===== config.mk =====
export PLATFORM = sky130hd
export DESIGN_NAME = hpf_coeff_load_sequencer
export DESIGN_NICKNAME = d
export VERILOG_FILES = /design/src/rtl/hpf_ctrl_pkg.sv /design/src/rtl/hpf_coeff_regfile.sv /design/src/rtl/hpf_coeff_load_sequencer.sv
export SDC_FILE = /design/constraint.sdc
export NUM_CORES = 1
export LEC_CHECK = 0
export BUFFER_PORTS_ARGS = -buffer_cell sky130_fd_sc_hd__buf_2
export CAP_MARGIN = 20
export CORE_MARGIN = 2
export CORE_UTILIZATION = 40
export DETAILED_ROUTE_END_ITERATION = 7
export GPL_TIMING_DRIVEN = 1
export HOLD_SLACK_MARGIN = 0.06
export SYNTH_ARGS = -nofsm -noshare
export SYNTH_HDL_FRONTEND = slang
export SYNTH_SLANG_ARGS = --single-unit

===== constraint.sdc =====
create_clock -name clk -period 8.4 [get_ports clk]
set_input_delay 0 -clock clk [delete_from_list [all_inputs] [get_ports clk]]
set_output_delay 0 -clock clk [all_outputs]
set_load 0.02 [all_outputs]

===== src/rtl/hpf_ctrl_pkg.sv =====
// Shared types, sizes and power-on coefficient set for the HPF coefficient load sequencer.
package hpf_ctrl_pkg;

  localparam int NUM_COEF = 5;
  localparam int COEF_W   = 32;
  localparam int SEL_W    = 3;

  localparam logic [SEL_W-1:0] LAST_SEL = SEL_W'(NUM_COEF - 1);

  typedef enum logic [2:0] {IDLE, RST, LOAD, SETTLE, RUN} state_t;

  typedef logic [COEF_W-1:0] coef_t;

  // Low half of slot 0 is unconstrained in the source set; it is zeroed here.
  localparam coef_t HPF_COEF_DEFAULT [NUM_COEF] = '{
    32'h0000_0000,
    32'hFFFE_2EF4,
    32'h0000_E0F9,
    32'h0001_E339,
    32'hFFFF_1C99
  };

  function automatic logic addr_valid(input logic [SEL_W-1:0] addr);
    return addr <= LAST_SEL;
  endfunction

endpackage


===== src/rtl/hpf_coeff_regfile.sv =====
// Host-writable shadow coefficient bank with write rejection and registered readback.
module hpf_coeff_regfile
  import hpf_ctrl_pkg::*;
(
  input  logic                             clk,
  input  logic                             reset,
  input  logic                             cfg_we,
  input  logic [SEL_W-1:0]                 cfg_addr,
  input  logic [COEF_W-1:0]                cfg_wdata,
  input  logic                             write_ok,
  output logic [COEF_W-1:0]                cfg_rdata,
  output logic                             cfg_err,
  output logic [NUM_COEF-1:0][COEF_W-1:0]  bank
);

  logic accept;

  assign accept = cfg_we && write_ok && addr_valid(cfg_addr);

  // Readback shows the bank contents before any write committing on the same edge.
  always_ff @(posedge clk or posedge reset) begin
    if (reset) begin
      for (int i = 0; i < NUM_COEF; i++) begin
        bank[i] <= HPF_COEF_DEFAULT[i];
      end
      cfg_rdata <= '0;
      cfg_err   <= 1'b0;
    end else begin
      cfg_err   <= cfg_we && !accept;
      cfg_rdata <= addr_valid(cfg_addr) ? bank[cfg_addr] : '0;
      if (accept) begin
        bank[cfg_addr] <= cfg_wdata;
      end
    end
  end

endmodule


===== src/rtl/hpf_coeff_load_sequencer.sv =====
// Sequences the shadow coefficient bank into the HPF integrator bank, then gates its run enable.
// Optional HPF_CTRL_AUTOLOAD_EN: the first IDLE cycle after reset starts a load by itself.
module hpf_coeff_load_sequencer
  import hpf_ctrl_pkg::*;
#(
  parameter int SETTLE_CYCLES = 2
) (
  input  logic              clk,
  input  logic              reset,
  input  logic              cfg_we,
  input  logic [SEL_W-1:0]  cfg_addr,
  input  logic [COEF_W-1:0] cfg_wdata,
  output logic [COEF_W-1:0] cfg_rdata,
  output logic              cfg_err,
  input  logic              load_req,
  input  logic              run_en,
  output logic              filt_reset,
  output logic [SEL_W-1:0]  filt_reg_select,
  output logic              filt_enable_reg_select,
  output logic [COEF_W-1:0] filt_coefficient,
  output logic              filt_en,
  output logic              busy,
  output logic              load_done
);

  localparam int CNT_W = (SETTLE_CYCLES > 1) ? $clog2(SETTLE_CYCLES) : 1;
  localparam logic [CNT_W-1:0] SETTLE_LAST = CNT_W'(SETTLE_CYCLES - 1);

  state_t                            state;
  logic [SEL_W-1:0]                  idx;
  logic [SEL_W-1:0]                  idx_next;
  logic [CNT_W-1:0]                  settle_cnt;
  logic [NUM_COEF-1:0][COEF_W-1:0]   bank;
  logic                              write_ok;
  logic                              start;

  assign write_ok = (state == IDLE) || (state == RUN);
  assign idx_next = idx + SEL_W'(1);
  assign filt_en  = (state == RUN) && run_en;

`ifdef HPF_CTRL_AUTOLOAD_EN
  logic autoload_pending;

  always_ff @(posedge clk or posedge reset) begin
    if (reset) begin
      autoload_pending <= 1'b1;
    end else begin
      autoload_pending <= 1'b0;
    end
  end

  assign start = load_req || autoload_pending;
`else
  assign start = load_req;
`endif

  hpf_coeff_regfile u_regfile (
    .clk       (clk),
    .reset     (reset),
    .cfg_we    (cfg_we),
    .cfg_addr  (cfg_addr),
    .cfg_wdata (cfg_wdata),
    .write_ok  (write_ok),
    .cfg_rdata (cfg_rdata),
    .cfg_err   (cfg_err),
    .bank      (bank)
  );

  // Bus outputs are loaded one cycle ahead so they are valid for the whole LOAD cycle.
  always_ff @(posedge clk or posedge reset) begin
    if (reset) begin
      state                  <= IDLE;
      idx                    <= '0;
      settle_cnt             <= '0;
      filt_reset             <= 1'b1;
      filt_reg_select        <= '0;
      filt_enable_reg_select <= 1'b0;
      filt_coefficient       <= '0;
      busy                   <= 1'b0;
      load_done              <= 1'b0;
    end else begin
      load_done <= 1'b0;
      case (state)
        IDLE: begin
          filt_reset <= 1'b1;
          if (start) begin
            state <= RST;
            busy  <= 1'b1;
          end
        end
        RST: begin
          state                  <= LOAD;
          idx                    <= '0;
          filt_reset             <= 1'b0;
          filt_enable_reg_select <= 1'b1;
          filt_reg_select        <= '0;
          filt_coefficient       <= bank[0];
        end
        LOAD: begin
          if (idx == LAST_SEL) begin
            state                  <= SETTLE;
            settle_cnt             <= '0;
            filt_enable_reg_select <= 1'b0;
            filt_reg_select        <= '0;
            filt_coefficient       <= '0;
          end else begin
            idx              <= idx_next;
            filt_reg_select  <= idx_next;
            filt_coefficient <= bank[idx_next];
          end
        end
        SETTLE: begin
          if (settle_cnt == SETTLE_LAST) begin
            state     <= RUN;
            busy      <= 1'b0;
            load_done <= 1'b1;
          end else begin
            settle_cnt <= settle_cnt + CNT_W'(1);
          end
        end
        RUN: begin
          if (load_req) begin
            state      <= RST;
            filt_reset <= 1'b1;
            busy       <= 1'b1;
          end
        end
        default: begin
          state                  <= IDLE;
          filt_reset             <= 1'b1;
          filt_enable_reg_select <= 1'b0;
          filt_reg_select        <= '0;
          filt_coefficient       <= '0;
          busy                   <= 1'b0;
        end
      endcase
    end
  end

endmodule


==> results.py <==
metrics = {
    "synthesis": {
        "asyncSetResetFlopFracSynth_pct": 100,
        "post-synth-top-count-cell": "mux2_2",
        "synth.yosys.warnings": 0,
        "post_synth_main_area_contributors": "dfrtp_1 (38%), mux2_2 (25%), dfstp_2 (15%)",
        "yosys_most_used_dff": "dfrtp_1",
        "netlist_instances": 902,
        "synth_seq_cells": 239,
        "synth.cells.most_frequent": "mux2_2 (256), dfrtp_1 (172), a22oi_1 (67), dfstp_2 (67), clkbuf_1 (44)",
        "synth_area_leader_cell": "dfrtp_1",
        "synth.top_cell.area_share_pct": 37.5,
        "yosys.cell_types.count": 34,
        "avgSynthCellArea_um2": 12.7,
        "synth_sequential_area_ratio_pct": 52.9,
        "synthesis.area_um2": 11500,
        "synthesis.nets": 944,
        "number_of_synthesized_flops_with_an_enable_pin": 0,
    },
    "timing": {
        "maxSlewViolCount": 0,
        "final.setup.tns_ns": 0,
        "fin_crit_sh_pct": 36.2,
        "max_freq_mhz": 329,
        "rsz0062_at_grt": "false",
        "fin_skew_ns": 0.0169,
        "relSlewSlack_pct": 30.3,
        "finalSetupViolCount": 0,
        "final_period_demand_of_the_worst_path_ns": 3.04,
        "hold_violations": 0,
        "post-route-worst-setup-slack_ns": 5.36,
        "worstMarginPinSlew_ns": 1.05,
    },
    "die": {
        "io_pins": 113,
        "die_h_um": 173,
        "core_area_um2": 28000,
        "die_area_um2": 30000,
        "initial_core_util_pct": 40.9,
        "chipWidth_um": 173,
        "std_cell_rows": 61,
    },
    "cts": {
        "clock_sinks": 239,
        "tritoncts": "done",
        "post_cts_hold_buffer_count": 35,
        "max-clock-path-buffers": 3,
        "cts_buffer_count": 27,
        "post-cts-setup-buffer-count": 0,
        "cts.root.buffer_cell": "clkbuf_16",
        "cts_resized": 0,
        "worstSkewPairLatency_ns": 0.54,
        "number_of_h_tree_levels": 1,
        "clkSlewWorstSetupHoldPaths_ns": 0.06,
    },
    "pwr": {
        "switching_share_pct": 35.5,
        "p_switching_w": 0.00198,
        "seqPwrFrac_pct": 39.4,
        "cellInternalPower_w": 0.00359,
        "total_leakage_power_nw": 6.10,
        "power.ir.vdd_worst_mv": 0.254,
        "powerDensity_nw_per_um2": 408,
        "clock_power_share_pct": 21.1,
        "combinational_group_share_of_total_power_pct": 39.5,
    },
    "placed_design": {
        "portBuffers": 112,
        "placement.setup.worst_slack_ns": 4.78,
        "dp_hpwl_mm": 17.6,
        "gpl.final_weighted_congestion": 0.764,
        "cell_area_after_placement_um2": 12400,
    },
    "global_routing": {
        "gr_overflow_total": 0,
        "global_route.usage.total_pct": 20.1,
        "grt_pass1_wl_mm": 48.0,
        "grt_max_degree": 105,
        "grt_pass1_vias": 8217,
        "grt_antenna_before_repair": 0,
    },
    "detailed_routing": {
        "route.detailed.vias_per_inst": 5.67,
        "via_total_after_detailed_routing": 8051,
        "drt_drc_violations_left": 0,
        "firstDrtPassIters": 7,
        "drtAntennaViolNets": 0,
        "routedWlPerCell_um": 21.5,
        "wirelength_mm": 30.5,
        "number_of_drc_markers_after_the_initial_detailed_route_iteration": 594,
    },
    "worst_setup_path": {
        "critPathKind": "reg -> reg",
        "slowest_stage_delay_on_critical_path_ns": 0.78,
        "setup.worst_path.end_class": "flop",
        "critical_path.slowest_cell": "nand4_1",
        "cp.required_ns": 8.82,
        "worst-path-max-fanout": 28,
        "critical_path_arrival_ns": 3.46,
        "critPathLaunchType": "flop",
        "critical_path.cell_chain": "nor2_4 > buf_12 > nand4_1 > buf_4 > mux2_2",
    },
    "worst_hold_path": {
        "hp-class": "in -> async",
    },
    "final_layout": {
        "syn_to_final_growth_pct": 18.9,
        "finish.net_count": 1064,
        "antenna_cells": 0,
        "layout-drive-gt1-share_pct": 48.7,
        "layout.cell_area.non_filler_um2": 13600,
    },
    "run": {
        "timing.max_cap.violations": 0,
    },
    "outcome": {
        "result_of_the_run": "completed",
    },
}
[worst max-delay path: cells and delay by family (launching register included)]
| kind | cells | cell delay [ns] |
|---|---|---|
| AND/OR/NAND/NOR | 2 | 1.21 |
| buffers and inverters | 2 | 0.80 |
| flip-flops | 1 | 0.60 |
| multiplexers | 1 | 0.30 |
[per-stage QoR]
step	util [%]	total power [W]	cells	hold slack [ns]
after global routing	48.7	0.00591	1421	0.187
after detailed placement	44.2	0.00438	1335	0.192
after global placement	44.2	0.00432	1335	0.195
final	48.7	0.00557	1421	0.153
after CTS	48.6	0.00559	1420	0.143
after floorplan	-	0.00375	902	0.0961
[worst paths after layout]
| path | startpoint | endpoint | slack, ns | cells past startpoint |
|---|---|---|---|---|
| worst min register to register | filt_coefficient[16]$_DFFE_PP0N_ | filt_coefficient[16]$_DFFE_PP0N_ | 0.52 | 2 |
| worst min-delay path | reset | state[2]$_DFFE_PP0P_ | 0.15 | 3 |
| min in group clk | cfg_addr[2] | u_regfile.cfg_rdata[13]$_DFF_PP0_ | 0.17 | 3 |
| worst max-delay path | state[0]$_DFFE_PP0P_ | u_regfile.bank[141]$_DFFE_PP0P_ | 5.36 | 5 |
| worst max register to register | state[0]$_DFFE_PP0P_ | u_regfile.bank[141]$_DFFE_PP0P_ | 5.36 | 5 |
| max in group asynchronous | reset | state[1]$_DFFE_PP0P_ | 5.96 | 5 |
[layer usage]
metal  up-vias  wire, um  GRT usage, %
met4         0       697          5.83
met5         -         0             0
met3        52      1710          2.70
met2       270     14300          32.3
li1       3680         -             -
met1      4049     13800          28.6
[power groups by stage]
stage          Sequential, W  Clock [W]  Combinational [W]
3_5_place_dp         0.00220          0            0.00218
6_report             0.00219    0.00118            0.00220
5_1_grt              0.00227    0.00125            0.00239
3_3_place_gp         0.00219          0            0.00213
2_1_floorplan        0.00220          0            0.00155
4_1_cts              0.00219    0.00121            0.00220
[logic make-up (layout without fill, tap and decap cells)]
| logic type | count (synthesis) | after routing | share of synthesized area, % |
|---|---|---|---|
| XOR/XNOR | 1 | 1 | 0.0764 |
| buffers and inverters | 82 | 223 | 2.95 |
| AO/OA/AOI/OAI | 218 | 218 | 12.9 |
| adder cells (fa/ha/maj) | 2 | 2 | 0.218 |
| flip-flops | 239 | 239 | 52.9 |
| multiplexers | 289 | 289 | 28.0 |
| AND/OR/NAND/NOR | 71 | 71 | 2.95 |
[registers in the layout, indices dropped and copies added, names as in the netlist]
name	cells
u_regfile.bank	160
filt_coefficient	32
u_regfile.cfg_rdata	32
filt_reg_select	3
idx	3
state	3
busy	1
filt_enable_reg_select	1
filt_reset	1
load_done	1
settle_cnt	1
u_regfile.cfg_err	1
[cell usage in the layout, fill, tap and decap left out, types with 5 or more instances in the layout]
master and count:
clkbuf_16 27, buf_4 20, o22ai_1 32, a21oi_1 35
buf_2 112, mux2i_1 33, clkbuf_1 10, mux2_2 256
nand2_1 11, a222oi_1 32, dlygate4sd3_1 35, o21ai_0 40
o21ai_1 5, a22oi_1 67, clkbuf_8 7, dfstp_2 67
nor2_1 35, dfrtp_1 171
[final cells by class]
cell class | count | area (um^2)
Timing Repair Buffer | 168 | 1080
Clock inverter | 6 | 83.8
Clock buffer | 44 | 810
Tap cell | 378 | 473
Fill cell | 2524 | 14400
Inverter | 5 | 26.3
Sequential cell | 239 | 6070
Multi-Input combinational cell | 581 | 5100
Power figures use the tool's default switching activity.
